[src/rtl/multdiv_ctrl.sv]
// Sequencing FSM for the multi-cycle multiplier/divider: latches operands on a
// start pulse, steps the datapath while counter16 runs, then pulses ready.
module multdiv_ctrl #(
  parameter int WIDTH = 32,
  parameter int ITERS = 16
) (
  input  logic             clk,
  input  logic             clr_n,
  input  logic             ctrl_MULT,
  input  logic             ctrl_DIV,
  input  logic [WIDTH-1:0] data_operandA,
  input  logic [WIDTH-1:0] data_operandB,
  input  logic [3:0]       cnt,
  output logic             cnt_clr,
  output logic [WIDTH-1:0] op_a,
  output logic [WIDTH-1:0] op_b,
  output logic             is_div,
  output logic             load,
  output logic             step,
  output logic             busy,
  output logic             data_resultRDY,
  output logic             data_exception
);

  typedef enum logic [1:0] {
    S_IDLE,
    S_LOAD,
    S_RUN,
    S_DONE
  } state_e;

  // Count value seen on the final datapath step.
  localparam logic [3:0] LAST_CNT = 4'(ITERS - 1);

  state_e           state_q, state_d;
  logic [WIDTH-1:0] op_a_q, op_a_d;
  logic [WIDTH-1:0] op_b_q, op_b_d;
  logic             is_div_q, is_div_d;
  logic             flag_q, flag_d;
  logic             cnt_clr_q, cnt_clr_d;
  logic             load_q, load_d;
  logic             step_q, step_d;
  logic             busy_q, busy_d;
  logic             rdy_q, rdy_d;
  logic             exc_q, exc_d;
  logic             start;

  assign start = ctrl_MULT | ctrl_DIV;

  always_comb begin
    // NOTE: every variable gets a default first, so no path leaves it unassigned
    // and no latch is inferred.
    state_d  = state_q;
    op_a_d   = op_a_q;
    op_b_d   = op_b_q;
    is_div_d = is_div_q;
    flag_d   = flag_q;

    case (state_q)
      S_IDLE: begin
        if (start) begin
          op_a_d   = data_operandA;
          op_b_d   = data_operandB;
          is_div_d = ctrl_DIV & ~ctrl_MULT;
          state_d  = S_LOAD;
        end
      end
      S_LOAD: begin
        if (is_div_q && (op_b_q == '0)) begin
          flag_d  = 1'b1;
          state_d = S_DONE;
        end else begin
          state_d = S_RUN;
        end
      end
      S_RUN: begin
        if (cnt == LAST_CNT) state_d = S_DONE;
      end
      S_DONE: begin
        flag_d = 1'b0;
        if (start) begin
          op_a_d   = data_operandA;
          op_b_d   = data_operandB;
          is_div_d = ctrl_DIV & ~ctrl_MULT;
          state_d  = S_LOAD;
        end else begin
          state_d = S_IDLE;
        end
      end
      default: state_d = S_IDLE;
    endcase

    // Outputs are registered alongside the state they decode, so each one
    // lines up with state_q in the following cycle.
    load_d    = (state_d == S_LOAD);
    step_d    = (state_d == S_RUN);
    busy_d    = (state_d == S_LOAD) || (state_d == S_RUN);
    rdy_d     = (state_d == S_DONE);
    exc_d     = (state_d == S_DONE) && flag_d;
    cnt_clr_d = (state_d != S_RUN);
  end

  // NOTE: sequential state uses non-blocking assignments only, so every flop
  // samples the pre-edge value of its neighbours.
  always_ff @(posedge clk or negedge clr_n) begin
    if (!clr_n) begin
      state_q   <= S_IDLE;
      op_a_q    <= '0;
      op_b_q    <= '0;
      is_div_q  <= 1'b0;
      flag_q    <= 1'b0;
      cnt_clr_q <= 1'b1;
      load_q    <= 1'b0;
      step_q    <= 1'b0;
      busy_q    <= 1'b0;
      rdy_q     <= 1'b0;
      exc_q     <= 1'b0;
    end else begin
      state_q   <= state_d;
      op_a_q    <= op_a_d;
      op_b_q    <= op_b_d;
      is_div_q  <= is_div_d;
      flag_q    <= flag_d;
      cnt_clr_q <= cnt_clr_d;
      load_q    <= load_d;
      step_q    <= step_d;
      busy_q    <= busy_d;
      rdy_q     <= rdy_d;
      exc_q     <= exc_d;
    end
  end

  assign cnt_clr        = cnt_clr_q;
  assign op_a           = op_a_q;
  assign op_b           = op_b_q;
  assign is_div         = is_div_q;
  assign load           = load_q;
  assign step           = step_q;
  assign busy           = busy_q;
  assign data_resultRDY = rdy_q;
  assign data_exception = exc_q;

endmodule

[config.mk]
export PLATFORM = sky130hd
export DESIGN_NAME = multdiv_ctrl
export DESIGN_NICKNAME = d
export VERILOG_FILES = /design/src/rtl/multdiv_ctrl.sv
export SDC_FILE = /design/constraint.sdc
export NUM_CORES = 1
export LEC_CHECK = 0
export CORE_AREA = 3 3 87 89
export DETAILED_ROUTE_END_ITERATION = 16
export DIE_AREA = 0 0 90 92
export PLACE_DENSITY = 0.83
export SLEW_MARGIN = 15
export SYNTH_ARGS = -nofsm -noshare
export SYNTH_HDL_FRONTEND = slang
export SYNTH_SLANG_ARGS = --single-unit
[constraint.sdc]
create_clock -name clk -period 3.25 [get_ports clk]
set_clock_uncertainty 0.15 [all_clocks]
set_input_delay 0.65 -clock clk [delete_from_list [all_inputs] [get_ports clk]]
set_output_delay 0.65 -clock clk [all_outputs]
set_load 0.02 [all_outputs]
==> Word-level counts from Yosys, hierarchy flattened <==
Cells that the tools add are included.
{ "word_totals": {"ff_bits": 74, "input_bits": 72, "output_inout_bits": 71, "elab_cells": 36} }
{ "classes": {"eq_ne": 8, "mux": 7, "bitwise": 3, "n_reduce_logical": 7} }
{ "ops": {"columns": ["operator", "count"], "rows": [
  ["$logic_not 32->1", 1],
  ["$eq 2x2->1 const B", 4],
  ["$pmux 2 s4", 1],
  ["$eq 2x1->1 const B", 2],
  ["$eq 4x4->1 const B", 1],
  ["$mux 2", 2],
  ["$mux 1", 3],
  ["$logic_and 1x1->1", 2],
  ["$logic_not 2->1", 1],
  ["$ne 2x2->1 const B", 1],
  ["$pmux 1 s2", 1],
  ["$reduce_and 2->1", 1],
  ["$reduce_or 2->1", 1],
  ["$and 1x1->1", 1],
  ["$logic_or 1x1->1", 1],
  ["$not 1->1", 1],
  ["$or 1x1->1", 1]
]} }

==> Longest topological paths before layout <==
{ "logic_depth": {"ltp_word": 6, "depth_mapped": 8} }

==> Least setup slack after synthesis <==
Ideal clock, no wire load.
{ "synth_timing": {"path_type": "flip-flop to flip-flop", "startpoint": "register state_q[1]", "endpoint": "register exc_q (netlist: data_exception)", "setup_time_ns": 0.078, "arrival_time_ns": 1.788, "t_required_ns": 3.022, "slack_ns": 1.234, "path_stages_with_launch": 9, "n_path_buf": 0, "synth_period_minus_slack_ns": 2.016, "path_cell_list": "dfrtp_1 inv_1 ha_1 nor4b_2 nand4_1 or3_4 a21oi_1 ha_1 a21boi_1"} }
{ "synth_via": {"elab_chain_cells": 4, "word_cells_on_any_way": 10, "cone_classes": "eq/ne (4); mux (4); reduce/logical (2)"} }
{ "synth_lines": {"columns": ["item", "line_no", "source"], "rows": [
  ["from (decl)", "35", "state_e state_q, state_d;"],
  ["from (signal assigned)", "119", "state_q <= state_d;"],
  ["$eq 2x2->1 (tied with other cells)", "59", "case (state_q)"],
  ["$pmux 2 s4 *", "59", null],
  ["named net state_d[0]", "35", null],
  ["$eq 2x2->1 *", null, null],
  ["named net rdy_d", "44", "logic rdy_q, rdy_d;"],
  ["$logic_and 1x1->1 *", "99", "exc_d = (state_d == S_DONE) && flag_d;"],
  ["named net exc_d", "45", "logic exc_q, exc_d;"],
  ["to (signal assigned)", "117", "exc_q <= 1'b0;"],
  ["to (signal assigned)", "129", "exc_q <= exc_d;"],
  ["to (decl)", "45", null]
]} }
The timed path passes the listed nets; every way through them passes the cells marked *.
A chain may end at the register's enable or synchronous reset.

==> Final worst setup path <==
Same ends and word-level chain as after synthesis.

==> results.toml <==
[run_status]
status = "finished clean"

[floorplan]
core-area_sq_mm = 0.00683
die_height_um = 92
die-area_sq_mm = 0.00828
ios = 143
row_count = 30
die_w_um = 90
initial_utilization_pct = 42.6

[timing]
worst_slack_ps = 974
setup_tns_ps = 0
timing.final.crit_share_pct = 70.0
worstMarginPinSlew_ps = 901
max_freq_mhz = 439
relSlewSlack_pct = 40.0
finalSetupViolations = 0
finalHoldViolCount = 0
rsz0062_at_grt = "no"
drv_slew = 0
min_period_ps = 2280

[global_routing]
grt_antenna_before_repair = 0
grt_pass1_vias = 2225
grt_max_degree = 75
grt_pass1_wl_um = 11400
grt-ovfl-total = 0
grt.total_usage_pct = 17.6

[pwr]
power_frac_seq_pct = 32.0
p_sw_mw = 1.90
p_leak_nw = 1.96
peakVddDrop_v = 0.000633
swShare_pct = 35.8
clkPwrFrac_pct = 17.6
p_comb_share_pct = 50.5
cellPowerDensity_mw_per_mm2 = 1130
intPower_mw = 3.41

[final_layout]
antenna-diode-count = 0
nNetsFinal = 411
area_delta_synth_final_pct = 61.0
layout-drive-gt1-share_pct = 12.8
mostFrequentLayoutCell = "clkdlybuf4s50_1"
fin_area_sq_mm = 0.00469
fin_util_pct = 68.6
mostFrequentLayoutCells = "clkdlybuf4s50_1 (141), dfrtp_1 (73), mux2_1 (45)"

[detailed_routing]
vias = 2060
routed_wl_um = 6910
postRouteAntennaNets = 0
firstDrtPassIters = 4
drc = 0
routedWlPerCell_um = 16.0
viasPerCell = 4.77
drtIter0Drc = 58

[yosys]
synth_area_sq_mm = 0.00291
postSynthNetCount = 262
synth_cell_types = 26
yosysSeqAreaShare_pct = 63.6
synthCells = 182
syn_avg_cell_area_sq_um = 16.0
ys_seq_elements = 74
synth_warnings = 0

[setup_path]
arrival_ps = 2390
rr_worst_depth = 8
worst_setup_path_end_kind = "flop"
r2r_slack_ps = 970
rr_startpoint = "state_q[1]"
crit_fanout = 4
start_kind = "flop"
reg2reg_to = "data_exception"
crit_type = "flop to flop"
startpoint = "state_q[1]"
cp_data_required_time_ps = 3370

[clocking]
numCtsBuffers = 9
ctsLongestPathBuffers = 2
clkSlewWorstSetupHoldPaths_ps = 80
cts_tree = "done"
post-cts-setup-buffer-count = 0
post_cts_resized = 0
cts_sinks = 74
clk_latency_ps = 340
htreeDepth = 3
cts_root_buf = "clkbuf_8"
cts_hold_buffers = 0

[place]
routabilityCongestion = 0.708
numPortBuffers = 142
postPlaceCellArea_sq_mm = 0.00442
dp_hpwl_um = 5200
dp_slack_ps = 703

[min_path]
min_path_type = "input port to asynchronous set/reset pin"

[flow_run]
cap_viol_max_count = 0
[worst max path at each step]
stage	end	cells past startpoint
floorplan	data_exception	8
global placement	data_exception	6
detailed placement	data_exception	6
CTS	data_exception	8
global route	data_exception	8
finish	data_exception	8
[registers in the layout (all words and copies together), names as in the netlist]
signal / count
data_exception: 1
data_resultRDY: 1
load: 1
is_div: 1
op_a: 32
state_q: 2
busy: 1
cnt_clr: 1
step: 1
flag_q: 1
op_b: 32
[metrics by stage]
step	hold slack, ps	cells	total power [mW]
detailed placement	330	416	4.44
global route	356	432	5.62
global placement	322	416	4.35
CTS	322	432	5.39
floorplan	204	182	3.22
finish	280	432	5.31
[metal layers]
metal | share of wire [%] | vias to the layer above | global-route usage [%]
li1 | - | 942 | -
met1 | 43 | 1000 | 21.9
met2 | 45 | 110 | 27.5
met3 | 10 | 8 | 7.96
met4 | 1.1 | 0 | 5.48
met5 | 0 | - | 0
[cells in the mapped netlist]
library cell,n,area (sq um)
a21boi_1,1,7.51
a21o_1,1,7.51
a21oi_1,3,15.0
a221oi_1,1,8.76
a41o_1,1,10.0
buf_4,6,45.0
dfrtp_1,73,1830
dfstp_2,1,26.3
ha_1,8,100
inv_1,4,15.0
inv_2,1,3.75
mux2_1,45,507
mux2_2,19,214
nand2_1,2,7.51
nand2_2,1,6.26
nand3_1,1,5.00
nand4_1,1,6.26
nor2_1,1,3.75
nor3b_1,1,7.51
nor4_1,5,31.3
nor4_2,1,12.5
nor4b_1,1,8.76
nor4b_2,1,15.0
o21ai_0,1,5.00
or2_1,1,6.26
or3_4,1,11.3
[final cells by class]
class	instances	area (sq um)
Clock inverter	5	125
Clock buffer	11	141
Sequential cell	74	1850
Fill cell	508	2140
Tap cell	96	120
Inverter	5	18.8
Timing Repair Buffer	144	1430
Multi-Input combinational cell	97	996
[power groups by stage]
stage	registers, mW	clock network, mW	logic [mW]
after global routing	1.76	0.994	2.87
final	1.70	0.933	2.68
after global placement	1.70	0	2.65
after detailed placement	1.72	0	2.72
after CTS	1.70	0.956	2.73
after floorplan	2.23	0	0.992
[critical path, cell delays in order (launching register included)]
cell	delay, ps
dfrtp_1	400
inv_1	90
ha_1	170
nor4b_2	190
nand4_1	140
or3_4	430
a21oi_1	270
ha_1	220
a21boi_1	150
[cells by family after synthesis]
kind of cell	count (synthesis)	synth area share, %
AOI/OAI and AO/OA	8	1.85
adders and majority gates	8	3.44
buffers and inverters	11	2.19
DFF	74	63.6
muxes	64	24.7
and+or+nand+nor	17	4.17
Power figures use the tool's default switching activity.
